File: config.mk
export PLATFORM = sky130hd
export DESIGN_NAME = adder_share_arb
export DESIGN_NICKNAME = d
export VERILOG_FILES = /design/src/rtl/adder_share_arb_pkg.sv /design/src/rtl/cla_BK.sv /design/src/rtl/cla_Hybird.sv /design/src/rtl/rr_arbiter.sv /design/src/rtl/adder_share_arb.sv
export SDC_FILE = /design/constraint.sdc
export NUM_CORES = 1
export LEC_CHECK = 0
export CAP_MARGIN = 10
export CORE_AREA = 3 3 117 119
export CTS_CLUSTER_SIZE = 12
export DETAILED_ROUTE_END_ITERATION = 12
export DIE_AREA = 0 0 120 122
export PLACE_DENSITY = 0.95
export SLEW_MARGIN = 20
export SYNTH_ARGS = -nofsm -noshare
export SYNTH_HDL_FRONTEND = slang
export SYNTH_SLANG_ARGS = --single-unit
File: constraint.sdc
create_clock -name clk -period 8.7 [get_ports clk]
set_input_delay 1.305 -clock clk [delete_from_list [all_inputs] [get_ports clk]]
set_output_delay 1.305 -clock clk [all_outputs]
set_load 0.02 [all_outputs]
File: src/rtl/adder_share_arb_pkg.sv
// Shared constants for the adder-sharing arbiter: adder style names, lookahead
// group size and the requester-index width helper.
package adder_share_arb_pkg;

    localparam string       ST_HYBIRD = "hybird";
    localparam string       ST_BK     = "bk";
    localparam int unsigned CLA_GROUP = 4;

    function automatic int unsigned id_width(input int unsigned n);
        return (n <= 1) ? 32'd1 : 32'($clog2(n));
    endfunction

endpackage

File: src/rtl/cla_BK.sv
// Brent-Kung parallel-prefix adder; carry-in is folded in as prefix position 0.
module cla_BK #(
    parameter int unsigned NUM = 32
) (
    input  logic [NUM-1:0] a,
    input  logic [NUM-1:0] b,
    input  logic           ci,
    output logic [NUM-1:0] s,
    output logic           co
);

    localparam int unsigned M   = NUM + 1;
    localparam int unsigned TOP = 32'(1) << $clog2(M);

    logic [M-1:0] w_carry;

    always_comb begin
        logic [M-1:0] g;
        logic [M-1:0] p;
        g = {a & b, ci};
        p = {a ^ b, 1'b0};
        for (int d = 1; d < int'(M); d = d * 2) begin
            for (int i = 2 * d - 1; i < int'(M); i += 2 * d) begin
                g[i] = g[i] | (p[i] & g[i-d]);
                p[i] = p[i] & p[i-d];
            end
        end
        // Down-sweep fills in the prefixes the up-sweep tree skipped.
        for (int d = int'(TOP); d >= 1; d = d / 2) begin
            for (int i = 3 * d - 1; i < int'(M); i += 2 * d) begin
                g[i] = g[i] | (p[i] & g[i-d]);
                p[i] = p[i] & p[i-d];
            end
        end
        w_carry = g;
    end

    assign s  = (a ^ b) ^ w_carry[NUM-1:0];
    assign co = w_carry[NUM];

endmodule

File: src/rtl/cla_Hybird.sv
// Hybrid carry-lookahead adder: lookahead inside 4-bit groups, group carries
// chained through each group's generate/propagate.
module cla_Hybird
    import adder_share_arb_pkg::*;
#(
    parameter int unsigned NUM = 32
) (
    input  logic [NUM-1:0] a,
    input  logic [NUM-1:0] b,
    input  logic           ci,
    output logic [NUM-1:0] s,
    output logic           co
);

    logic [NUM-1:0] w_g;
    logic [NUM-1:0] w_p;
    logic [NUM:0]   w_c;

    assign w_g = a & b;
    assign w_p = a ^ b;

    always_comb begin
        logic grp_c;
        logic grp_g;
        logic grp_p;
        w_c   = '0;
        grp_c = ci;
        grp_g = 1'b0;
        grp_p = 1'b1;
        for (int base = 0; base < int'(NUM); base += int'(CLA_GROUP)) begin
            grp_g = 1'b0;
            grp_p = 1'b1;
            for (int j = base; (j < base + int'(CLA_GROUP)) && (j < int'(NUM)); j++) begin
                w_c[j] = grp_g | (grp_p & grp_c);
                grp_g  = w_g[j] | (w_p[j] & grp_g);
                grp_p  = grp_p & w_p[j];
            end
            grp_c = grp_g | (grp_p & grp_c);
        end
        w_c[NUM] = grp_c;
    end

    assign s  = w_p ^ w_c[NUM-1:0];
    assign co = w_c[NUM];

endmodule

File: src/rtl/rr_arbiter.sv
// Round-robin arbiter: grants the first request at or after ptr, wrapping.
module rr_arbiter
    import adder_share_arb_pkg::*;
#(
    parameter  int unsigned NREQ = 4,
    localparam int unsigned IDW  = id_width(NREQ)
) (
    input  logic [NREQ-1:0] req,
    input  logic [IDW-1:0]  ptr,
    input  logic            en,
    output logic [NREQ-1:0] gnt,
    output logic [IDW-1:0]  idx
);

    logic [NREQ-1:0] w_req_hi;

    always_comb begin
        w_req_hi = '0;
        for (int i = 0; i < int'(NREQ); i++) begin
            w_req_hi[i] = req[i] && (IDW'(i) >= ptr);
        end
    end

    // Requests at/after ptr take priority; otherwise wrap to the lowest index.
    always_comb begin
        logic found;
        gnt   = '0;
        idx   = '0;
        found = 1'b0;
        for (int i = 0; i < int'(NREQ); i++) begin
            if (en && !found && w_req_hi[i]) begin
                gnt[i] = 1'b1;
                idx    = IDW'(i);
                found  = 1'b1;
            end
        end
        for (int i = 0; i < int'(NREQ); i++) begin
            if (en && !found && req[i]) begin
                gnt[i] = 1'b1;
                idx    = IDW'(i);
                found  = 1'b1;
            end
        end
    end

endmodule

File: src/rtl/adder_share_arb.sv
// Time-shares one carry-lookahead adder among NREQ requesters with round-robin
// arbitration; the winner's result lands in a single tagged output register.
module adder_share_arb
    import adder_share_arb_pkg::*;
#(
    parameter  int unsigned NUM  = 32,
    parameter  int unsigned NREQ = 4,
    parameter  string       ST   = "hybird",
    localparam int unsigned IDW  = id_width(NREQ)
) (
    input  logic                clk,
    input  logic                rst,
    input  logic [NREQ-1:0]     req_valid,
    output logic [NREQ-1:0]     req_ready,
    input  logic [NREQ*NUM-1:0] req_a,
    input  logic [NREQ*NUM-1:0] req_b,
    input  logic [NREQ-1:0]     req_sub,
    output logic                rsp_valid,
    input  logic                rsp_ready,
    output logic [IDW-1:0]      rsp_id,
    output logic [NUM-1:0]      rsp_s,
    output logic                rsp_co
);

    logic [IDW-1:0]  r_ptr;
    logic [IDW-1:0]  r_id;
    logic [NUM-1:0]  r_s;
    logic            r_co;
    logic            r_valid;

    logic            w_accept;
    logic            w_fire;
    logic [NREQ-1:0] w_gnt;
    logic [IDW-1:0]  w_idx;
    logic [IDW-1:0]  w_ptr_nxt;
    logic [NUM-1:0]  w_a;
    logic [NUM-1:0]  w_b;
    logic [NUM-1:0]  w_b_eff;
    logic            w_sub;
    logic [NUM-1:0]  w_sum;
    logic            w_co;

    assign w_accept = !r_valid || rsp_ready;

    rr_arbiter #(
        .NREQ (NREQ)
    ) u_arb (
        .req (req_valid),
        .ptr (r_ptr),
        .en  (w_accept),
        .gnt (w_gnt),
        .idx (w_idx)
    );

    assign req_ready = w_gnt;
    assign w_fire    = |w_gnt;
    assign w_ptr_nxt = (w_idx == IDW'(NREQ - 1)) ? '0 : w_idx + IDW'(1);

    // Index-driven operand mux.
    always_comb begin
        w_a   = '0;
        w_b   = '0;
        w_sub = 1'b0;
        for (int i = 0; i < int'(NREQ); i++) begin
            if (w_idx == IDW'(i)) begin
                w_a   = req_a[i*NUM +: NUM];
                w_b   = req_b[i*NUM +: NUM];
                w_sub = req_sub[i];
            end
        end
    end

    // Subtract as A + ~B + 1, with the +1 entering through carry-in.
    assign w_b_eff = w_sub ? ~w_b : w_b;

    generate
        if (ST == ST_HYBIRD) begin : g_hybird
            cla_Hybird #(.NUM(NUM)) u_cla (
                .a  (w_a),
                .b  (w_b_eff),
                .ci (w_sub),
                .s  (w_sum),
                .co (w_co)
            );
        end else begin : g_bk
            cla_BK #(.NUM(NUM)) u_cla (
                .a  (w_a),
                .b  (w_b_eff),
                .ci (w_sub),
                .s  (w_sum),
                .co (w_co)
            );
        end
    endgenerate

    always_ff @(posedge clk or posedge rst) begin
        if (rst) begin
            r_valid <= 1'b0;
            r_ptr   <= '0;
            r_id    <= '0;
            r_s     <= '0;
            r_co    <= 1'b0;
        end else if (w_accept) begin
            r_valid <= w_fire;
            if (w_fire) begin
                r_ptr <= w_ptr_nxt;
                r_id  <= w_idx;
                r_s   <= w_sum;
                r_co  <= w_co;
            end
        end
    end

    assign rsp_valid = r_valid;
    assign rsp_id    = r_id;
    assign rsp_s     = r_s;
    assign rsp_co    = r_co;

endmodule

==> results of run 1 <==
## per-layer routing
metal	wire, um	GRT usage (%)	vias up
met1	9150	38.2	3047
met4	660	8.09	0
li1	-	-	3412
met5	0	0	-
met3	2040	5.15	55
met2	10400	47.1	404
## critical path: stages
cell and delay (ps):
clkdlybuf4s50_1 470, nand2b_1 160, o21ai_0 120, o21bai_1 250, nor3_1 150, o21ai_0 130, o21a_1 200, inv_1 190
ha_4 560, a211oi_2 180, a211oi_4 550, buf_4 390, buf_4 310, xor2_1 220, ha_1 320, a21oi_1 310
o2111ai_1 230, nand3_1 160, o31ai_2 100, o21a_1 230, nor3_1 280, fa_1 440, a21oi_1 120
## stage by stage
stage	util (%)	instance area, sq um
finish	68.6	8690
global route	68.6	8690
CTS	68.6	8690
detailed placement	67.4	8540
global placement	67.4	8540
floorplan	-	5390
## synth_stat cells, drive strengths merged (5+ instances only)
library cell,count
a22oi,15
clkbuf,33
o21a,5
fa,7
nand3,8
nor2,158
ha,36
xnor2,17
a21oi,168
o21ai,73
inv,17
xor2,41
dfrtp,38
nor2b,8
nor3,9
buf,27
nand2,136
## cell type report
| type | count | area, sq um | share of cell area, % |
|---|---|---|---|
| antenna | 1 | 2.50 | 0.0288 |
| clock buffer | 7 | 143 | 1.64 |
| clock inverter | 1 | 5.00 | 0.0576 |
| inverter | 17 | 63.8 | 0.734 |
| multi-input combinational | 732 | 4190 | 48.2 |
| sequential | 38 | 951 | 10.9 |
| tap | 172 | 215 | 2.48 |
| timing repair buffer | 314 | 3120 | 35.9 |
## how the worst min path moves through the flow
stage | from | to | cells past startpoint
after floorplan | r_ptr[0] | r_ptr[0] | 2
after global placement | rsp_s[8] | rsp_s[8] | 2
after detailed placement | rsp_s[5] | rsp_s[5] | 2
after CTS | rsp_s[5] | rsp_s[5] | 2
after global routing | rsp_s[3] | rsp_s[3] | 2
final | rsp_s[5] | rsp_s[5] | 2
## state kept, by name, summed over array words and instances, names as in the netlist
signal,flops
rsp_valid,1
rsp_id,2
r_ptr,2
rsp_co,1
rsp_s,32
## cell families after synthesis
kind of cell               Yosys count  synth area share, %
muxes                                2                0.371
xor gates and xnor gates            58                 9.42
and+or+nand+nor                    339                 25.7
AOI/OAI and AO/OA                  290                 30.3
DFF                                 38                 17.6
adders and majority gates           43                 10.9
buffers and inverters               77                 5.61
==> run_results.csv, run 1 <==
group,metric,value,unit
clock_tree,cts_hold_buf,0,
clock_tree,cts_setup_buffers,0,
logic_synthesis,ys_warn_count,0,
grt,grt_overflow,0,
floorplan,start_util,42.6,%
clock_tree,clk_pin_slew,60,ps
routing,drc,0,
logic_synthesis,ys_seq_area_share,17.6,%
final_layout,instances_no_fill,1282,
routing,dr.pass1.iters,9,
final_layout,final_common_cell,"clkdlybuf4s50_1",
sta,period_minus_slack,7210,ps
placed_design,io_buffer_count,306,
grt,grt_max_degree,89,
sta,finalSetupTns,0,ps
logic_synthesis,yosys.area.top_type,"dfrtp_1",
final_layout,drive_above_1_share,2.80,%
logic_synthesis,async_flop_share,100,%
clock_tree,cts.sinks,38,
sta,finalCritPeriodShare,82.9,%
sta,setup_ws,1490,ps
logic_synthesis,yosys-top-cells-area,"dfrtp_1 18%, a21oi_1 16%, nor2_1 11%",
sta,skew,3.73,ps
final_layout,finalNetCount,1418,
placed_design,place_ws,1310,ps
sta,timing.slew.headroom,35.2,%
routing,route.antenna.remaining_nets,0,
worst_setup_path,reg2reg_depth,22,
clock_tree,root_buffer,"clkbuf_16",
sta,finalHoldViolations,0,
sta,slew_viol_final,0,
logic_synthesis,avgSynthCellArea,6.37,sq um
floorplan,die_area,0.0146,sq mm
clock_tree,cts-resized-gates,0,
final_layout,final_cell_mix,"306 x clkdlybuf4s50_1, 168 x a21oi_1, 158 x nor2_1",
clock_tree,cts_tree,"done",
floorplan,row_count,41,
worst_setup_path,rr_endpoint,"rsp_s[28]",
worst_setup_path,worstSetupStartpoint,"rsp_ready",
floorplan,core_area,0.0127,sq mm
worst_setup_path,path_class,"input port to flop",
routing,drtIter0Drc,463,
floorplan,ios,307,
worst_setup_path,worst-path-max-fanout,56,
clock_tree,htree_levels,2,
sta,grt_setup_unrepaired,"false",
worst_setup_path,r2r_slack,2640,ps
placed_design,dp.cells,1273,
sta,clock.fmax,139,MHz
flow_run,drv_cap,0,
logic_synthesis,netlist_instances,847,
grt,track_usage,28.5,%
sta,worstMarginPinSlew,969,ps
worst_setup_path,startpoint_type,"input port",
worst_setup_path,critPathCapture,"rsp_s[28]",
floorplan,die-width,120,um
final_layout,area_delta_synth_final,61.2,%
grt,antenna_found_initial,0,
logic_synthesis,synth.distinct_cells,51,
grt,first_global_vias,6395,
routing,routed_wirelength,22300,um
routing,wire_per_inst,17.4,um
placed_design,gp_congestion,0.947,
logic_synthesis,ys_seq_elements,38,
logic_synthesis,synth_ff_type,"dfrtp_1",
worst_setup_path,end_kind,"flop",
sta,setup_violations,0,
routing,vias_per_cell,5.40,
floorplan,die_y,122,um
worst_setup_path,critPathArrivalTime,7410,ps
final_layout,fillers,1057,
logic_synthesis,synth_edf_count,0,
logic_synthesis,syn_nets,1157,
min_path,hp-class,"flop to flop",
clock_tree,insertion_delay,270,ps
logic_synthesis,syn_area,0.00539,sq mm
sta,hold_ws,479,ps
outcome,status,"complete, no violations",
grt,grt_pass1_wl,33500,um
logic_synthesis,yosysTopAreaCellShare,17.6,%
clock_tree,cts_made_buffers,5,
worst_setup_path,reg2reg_from,"rsp_valid",
routing,dr_total_vias,6918,
clock_tree,clk_path_buf_depth,2,
worst_setup_path,required,8900,ps
placed_design,dpl.hpwl,18400,um
Power of run 1 is not shown: default switching activity piles up to over one toggle a cycle in this logic, so the estimate is an artifact.
==> run 2: changes to the inputs <==
--- a/config.mk
+++ b/config.mk
@@ -6,11 +6,11 @@
 export NUM_CORES = 1
 export LEC_CHECK = 0
 export CAP_MARGIN = 10
-export CORE_AREA = 3 3 117 119
+export CORE_AREA = 3 3 121 123
 export CTS_CLUSTER_SIZE = 12
 export DETAILED_ROUTE_END_ITERATION = 12
-export DIE_AREA = 0 0 120 122
-export PLACE_DENSITY = 0.95
+export DIE_AREA = 0 0 124 126
+export PLACE_DENSITY = 0.92
 export SLEW_MARGIN = 20
 export SYNTH_ARGS = -nofsm -noshare
 export SYNTH_HDL_FRONTEND = slang
==> constraint.sdc (replaced) <==
create_clock -name clk -period 6.8 [get_ports clk]
set_input_delay 1.02 -clock clk [delete_from_list [all_inputs] [get_ports clk]]
set_output_delay 1.02 -clock clk [all_outputs]
set_load 0.02 [all_outputs]
==> run 2 against run 1 <==
Clock skew about the same; routed wire length up 0.30%; clock-buffer cell count is 2 lower; critical endpoint is now rsp_s[21].
==> run_results.csv, run 2 (synthesis results as in run 1) <==
group,metric,value,unit
clock_tree,cts_made_buffers,5,
worst_setup_path,reg2reg_depth,23,
worst_setup_path,cp_slowest_cell,"clkdlybuf4s50_1",
placed_design,io_buffer_count,306,
floorplan,die_area,0.0156,sq mm
grt,grt_pass1_wl,33200,um
final_layout,final_cell_mix,"306 x clkdlybuf4s50_1, 166 x a21oi_1, 158 x nor2_1",
clock_tree,clk_pin_slew,60,ps
worst_setup_path,end_kind,"flop",
routing,route.antenna.remaining_nets,0,
min_path,hp-class,"flop to flop",
sta,slew_viol_final,0,
worst_setup_path,reg2reg_from,"rsp_valid",
sta,finalHoldViolations,0,
flow_run,drv_cap,0,
placed_design,dpl_cell_area,0.00869,sq mm
grt,grt_max_degree,120,
floorplan,die-width,124,um
floorplan,die_y,126,um
floorplan,row_count,43,
clock_tree,cts_hold_buf,0,
worst_setup_path,path_delay_family,"compound AO/OA/AOI/OAI gates",
routing,vias_per_cell,5.23,
grt,grt.busiest_layer,"met2",
final_layout,area_delta_synth_final,65.9,%
worst_setup_path,startpoint_type,"input port",
min_path,hold_path_depth,2,
clock_tree,cts_tree,"done",
worst_setup_path,crit_top_cell,"a21oi_1",
final_layout,drive_above_1_share,4.36,%
routing,drtIter0Drc,421,
sta,worstMarginPinSlew,1020,ps
worst_setup_path,critPathMaxStageDelay,540,ps
grt,grt.met2_usage,42.7,%
worst_setup_path,path_class,"input port to flop",
worst_setup_path,critPathCapture,"rsp_s[21]",
grt,first_global_vias,6235,
final_layout,fin_area,0.00895,sq mm
placed_design,dpl.hpwl,18300,um
sta,setup_violations,0,
final_layout,finalNetCount,1432,
sta,hold_ws,484,ps
placed_design,gp_congestion,0.948,
worst_setup_path,worstSetupStartpoint,"req_valid[1]",
final_layout,fillers,1227,
grt,track_usage,27.2,%
final_layout,largest_register_ffs,32,
sta,grt_setup_unrepaired,"false",
grt,grt_overflow,0,
sta,period_minus_slack,6370,ps
clock_tree,clk_path_buf_depth,2,
worst_setup_path,worst-path-max-fanout,82,
grt,met3_usage,4.18,%
routing,dr.pass1.iters,5,
final_layout,final_common_cell,"clkdlybuf4s50_1",
sta,clock.fmax,157,MHz
floorplan,core_area,0.0138,sq mm
worst_setup_path,path_depth,26,
sta,finalSetupTns,0,ps
worst_setup_path,required,6930,ps
clock_tree,insertion_delay,290,ps
clock_tree,root_buffer,"clkbuf_16",
sta,skew,3.88,ps
routing,routed_wirelength,22300,um
routing,wire_per_inst,17.1,um
floorplan,start_util,39.2,%
worst_setup_path,rr_endpoint,"rsp_s[21]",
grt,antenna_found_initial,0,
worst_setup_path,cp_num_buf_inv,3,
clock_tree,htree_levels,2,
floorplan,ios,307,
worst_setup_path,critPathArrivalTime,6500,ps
routing,drc,0,
grt,use_met1,39.0,%
clock_tree,cts.sinks,38,
outcome,status,"complete, no violations",
sta,finalCritPeriodShare,93.7,%
final_layout,antenna_cells,0,
worst_setup_path,r2r_slack,1290,ps
routing,dr_total_vias,6820,
sta,timing.slew.headroom,31.8,%
-- run 2: cell count changes in the layout (fill, tap and decap cells not counted), sizes merged --
cell,change
buf,+14
bufinv,+2
clkbuf,-2
clkinv,-1
diode,-1
inv,+1
-- run 2: what timing repair did --
item	4_1_cts	5_1_grt
gates resized for setup	0	4
endpoints found under the setup margin	0	4
buffers inserted	0	4
-- run 2: worst reg2reg max path: stages, from the launching register on --
cell and delay [ps]:
dfrtp_1 380, nand2b_1 120, o21ai_0 120, o21bai_2 250, o21bai_1 500, inv_1 220
ha_4 270, buf_12 200, nor2_1 200, a21oi_1 50, nor2_1 100, a21oi_1 40
o21ai_0 390, xor2_1 130, ha_1 390, nand2_1 120, nor3_1 270, nand3_1 210
nand2b_1 240, a21oi_1 280, nor3_1 120, fa_1 440, xor2_1 200, a21oi_1 90
-- run 2: worst min-delay path by stage --
| stage | startpoint | end |
|---|---|---|
| 2_1_floorplan | r_ptr[0] | r_ptr[0] |
| 3_3_place_gp | rsp_s[8] | rsp_s[8] |
| 3_5_place_dp | rsp_s[31] | rsp_s[31] |
| 4_1_cts | rsp_s[5] | rsp_s[5] |
| 5_1_grt | rsp_s[3] | rsp_s[3] |
| 6_report | rsp_s[15] | rsp_s[15] |
-- run 2: cell type report --
class / instances / area (sq um) / area share (%)
tap: 180 / 225 / 2.52
timing repair buffer: 328 / 3300 / 36.9
clock inverter: 3 / 68.8 / 0.769
multi-input combinational: 732 / 4210 / 47.1
sequential: 38 / 951 / 10.6
clock buffer: 5 / 125 / 1.40
inverter: 17 / 63.8 / 0.713
-- run 2: layer usage --
layer / vias to the layer above / part of all wire [%] / routed length, um
met1: 3036 / 43 / 9650
met2: 303 / 46 / 10200
met4: 0 / 2.7 / 599
met3: 41 / 8.2 / 1830
li1: 3440 / - / -
met5: - / 0 / 0
-- run 2: per-stage QoR --
stage	utilization, %	setup WS (ps)	cells
final	65.0	429	1303
after global routing	65.0	4.66	1303
after CTS	64.5	405	1299
after detailed placement	63.1	107	1291
after global placement	63.1	315	1291
after floorplan	-	1170	847
Power of run 2 is left out for the same reason.
==> run 3: changes to the inputs <==
--- a/config.mk
+++ b/config.mk
@@ -6,12 +6,14 @@
 export NUM_CORES = 1
 export LEC_CHECK = 0
 export CAP_MARGIN = 10
-export CORE_AREA = 3 3 121 123
+export CORE_AREA = 3 3 117 119
+export CTS_CLUSTER_DIAMETER = 150
 export CTS_CLUSTER_SIZE = 12
 export DETAILED_ROUTE_END_ITERATION = 12
-export DIE_AREA = 0 0 124 126
-export PLACE_DENSITY = 0.92
+export DIE_AREA = 0 0 120 122
+export PLACE_DENSITY = 0.93
 export SLEW_MARGIN = 20
 export SYNTH_ARGS = -nofsm -noshare
 export SYNTH_HDL_FRONTEND = slang
+export SYNTH_HIERARCHICAL = 1
 export SYNTH_SLANG_ARGS = --single-unit
==> constraint.sdc (replaced) <==
create_clock -name clk -period 8 [get_ports clk]
set_input_delay 1.2 -clock clk [delete_from_list [all_inputs] [get_ports clk]]
set_output_delay 1.2 -clock clk [all_outputs]
set_load 0.02 [all_outputs]
==> run 3 against run 2 <==
Non-clock buffer count is 11 lower; critical path depth is 4 lower; worst hold slack better by 22 ps; utilization is 0.053 points higher; via count is 15% lower; die area is 6.3% lower; sequential cell count stayed put; first-iteration DRC count is 45% lower; sequential share of layout area is 0.91 points higher; cell count is 20% lower; synthesized area is 8.8% lower; critical endpoint is now rsp_s[29].
==> run_results.csv, run 3 <==
group,metric,value,unit
logic_synthesis,synth.distinct_cells,52,
worst_setup_path,worst-path-max-fanout,34,
worst_setup_path,required,8160,ps
placed_design,dpl.hpwl,15300,um
clock_tree,htree_levels,2,
grt,track_usage,24.7,%
sta,grt_setup_unrepaired,"false",
sta,timing.slew.headroom,29.4,%
placed_design,io_buffer_count,306,
routing,vias_per_cell,5.57,
grt,antenna_found_initial,0,
clock_tree,clk_pin_slew,60,ps
sta,finalHoldViolations,0,
final_layout,area_delta_synth_final,67.4,%
worst_setup_path,startpoint_type,"input port",
sta,setup_violations,0,
logic_synthesis,avgSynthCellArea,8.35,sq um
clock_tree,insertion_delay,270,ps
final_layout,largest_register_ffs,32,
logic_synthesis,synth_ff_type,"dfrtp_1",
clock_tree,cts_hold_buf,0,
sta,finalCritPeriodShare,86.6,%
sta,clock.fmax,144,MHz
clock_tree,cts_made_buffers,5,
logic_synthesis,ys_seq_elements,38,
worst_setup_path,critPathArrivalTime,7090,ps
floorplan,die-width,120,um
routing,dr_total_vias,5794,
logic_synthesis,synth_edf_count,0,
logic_synthesis,syn_nets,900,
min_path,hp-class,"flop to flop",
logic_synthesis,syn_area,0.00492,sq mm
outcome,status,"complete, no violations",
pwr,vdd_drop_max,0.244,mV
sta,worstMarginPinSlew,1060,ps
logic_synthesis,async_flop_share,100,%
pwr,p_per_area,590,mW/mm^2
floorplan,row_count,41,
floorplan,die_y,122,um
clock_tree,cts.sinks,38,
logic_synthesis,synth.most_common_cell,"o21ai_0",
floorplan,ios,307,
floorplan,die_area,0.0146,sq mm
final_layout,fillers,1056,
clock_tree,cts-resized-gates,0,
logic_synthesis,netlist_instances,589,
flow_run,drv_cap,0,
sta,slew_viol_final,0,
worst_setup_path,end_kind,"flop",
grt,grt_overflow,0,
clock_tree,clk_path_buf_depth,2,
logic_synthesis,ys_warn_count,6,
logic_synthesis,ys_seq_area_share,19.3,%
final_layout,final_common_cell,"clkdlybuf4s50_1",
routing,drtIter0Drc,233,
pwr,power.leakage,3.32,nW
worst_setup_path,path_class,"input port to flop",
sta,period_minus_slack,6930,ps
logic_synthesis,yosys-top-cells-count,"70 x o21ai_0, 54 x a21oi_1, 47 x nand2_1, 41 x xor2_1, 38 x dfrtp_1",
clock_tree,cts_setup_buffers,0,
sta,skew,3.44,ps
routing,dr.pass1.iters,5,
final_layout,drive_above_1_share,8.98,%
sta,finalSetupTns,0,ps
final_layout,finalNetCount,1179,
final_layout,final_cell_mix,"306 x clkdlybuf4s50_1, 70 x o21ai_0, 54 x a21oi_1",
clock_tree,root_buffer,"clkbuf_16",
routing,wire_per_inst,18.8,um
floorplan,core_area,0.0127,sq mm
logic_synthesis,yosysTopAreaCellShare,19.3,%
floorplan,start_util,38.8,%
routing,routed_wirelength,19600,um
routing,drc,0,
grt,grt_max_degree,66,
pwr,total_power,4.86,mW
final_layout,antenna_cells,0,
logic_synthesis,yosys-top-cells-area,"dfrtp_1 19%, ha_1 9.2%, mux2_2 8.5%",
placed_design,gp_congestion,0.872,
clock_tree,cts_tree,"done",
grt,first_global_vias,5886,
routing,route.antenna.remaining_nets,0,
logic_synthesis,yosys.area.top_type,"dfrtp_1",
grt,grt_pass1_wl,29300,um
run 3: cell count changes after synthesis, moves of 15 or more:
cell	change
a221o_1	+31
o22ai_1	+31
nor2_1	-141
nand2_1	-89
a22oi_1	+18
mux2_2	+37
a21oi_1	-114
clkbuf_1	-15
run 3: metrics by stage:
| step | util (%) | hold slack [ps] | worst slack [ps] | std cells | instance area (sq um) |
|---|---|---|---|---|---|
| after floorplan | - | 482 | 2790 | 589 | 4920 |
| after global placement | 63.9 | 489 | 1020 | 1033 | 8090 |
| after detailed placement | 63.9 | 496 | 786 | 1033 | 8090 |
| after CTS | 65.0 | 510 | 1040 | 1041 | 8240 |
| after global routing | 65.0 | 523 | 624 | 1041 | 8240 |
| final | 65.0 | 507 | 1070 | 1041 | 8240 |
run 3: logic make-up after synthesis:
logic type      after synthesis  synth area share (%)
fa+ha+maj                    44                  12.4
buf+inv                      66                  6.03
flops                        38                  19.3
xor+xnor                     55                  9.79
compound gates              260                  35.6
mux                          38                  8.67
simple gates                 88                  8.16
run 3: power breakdown:
part	total (mW)	leakage, nW	internal (mW)	switching (mW)
clock	0.202	0.0739	0.124	0.0783
combinational	4.28	2.80	1.99	2.29
sequential	0.385	0.447	0.321	0.0643
run 3: final timing paths:
kind | from | endpoint | slack (ps) | cells past startpoint
setup / recovery | rsp_ready | rsp_s[29] | 1070 | 22
setup reg to reg | r_ptr[1] | rsp_s[29] | 2020 | 20
min in group asynchronous | rst | rsp_s[1] | 1440 | 2
hold reg to reg | rsp_s[11] | rsp_s[11] | 510 | 1
max in group asynchronous | rst | rsp_s[17] | 6010 | 2
hold / removal | rsp_s[11] | rsp_s[11] | 510 | 1
run 3: area by class of cell:
class / instances / area, sq um / share of cell area (%)
flip-flops and latches: 38 / 951 / 11.5
multi-input cells: 485 / 3700 / 44.9
well taps: 172 / 215 / 2.61
repair buffers: 317 / 3150 / 38.2
clock buffers: 7 / 143 / 1.73
inverters: 21 / 78.8 / 0.957
clock inverters: 1 / 5.00 / 0.0607
run 3: layer usage:
layer  global-route usage (%)  share of wire, %  wire (um)
met2                     47.1                52      10200
met4                     6.16               2.1        415
met3                     5.48               6.7       1320
met1                     27.7                39       7680
met5                        0                 0          0
run 3: worst max-delay path: stages:
cell	delay, ps
clkdlybuf4s50_1	470
inv_1	70
nand2_1	200
o311ai_4	160
a21oi_1	310
ha_2	670
nand2b_1	180
buf_4	370
o22ai_1	180
a21oi_4	540
buf_4	300
xor2_1	180
ha_1	310
a21o_1	210
a31o_1	240
a21oi_2	150
o21ai_1	100
a21oi_2	220
o311ai_4	170
fa_1	410
xor2_1	170
mux2_2	260
Note: power is estimated with default switching activity, not from simulation.
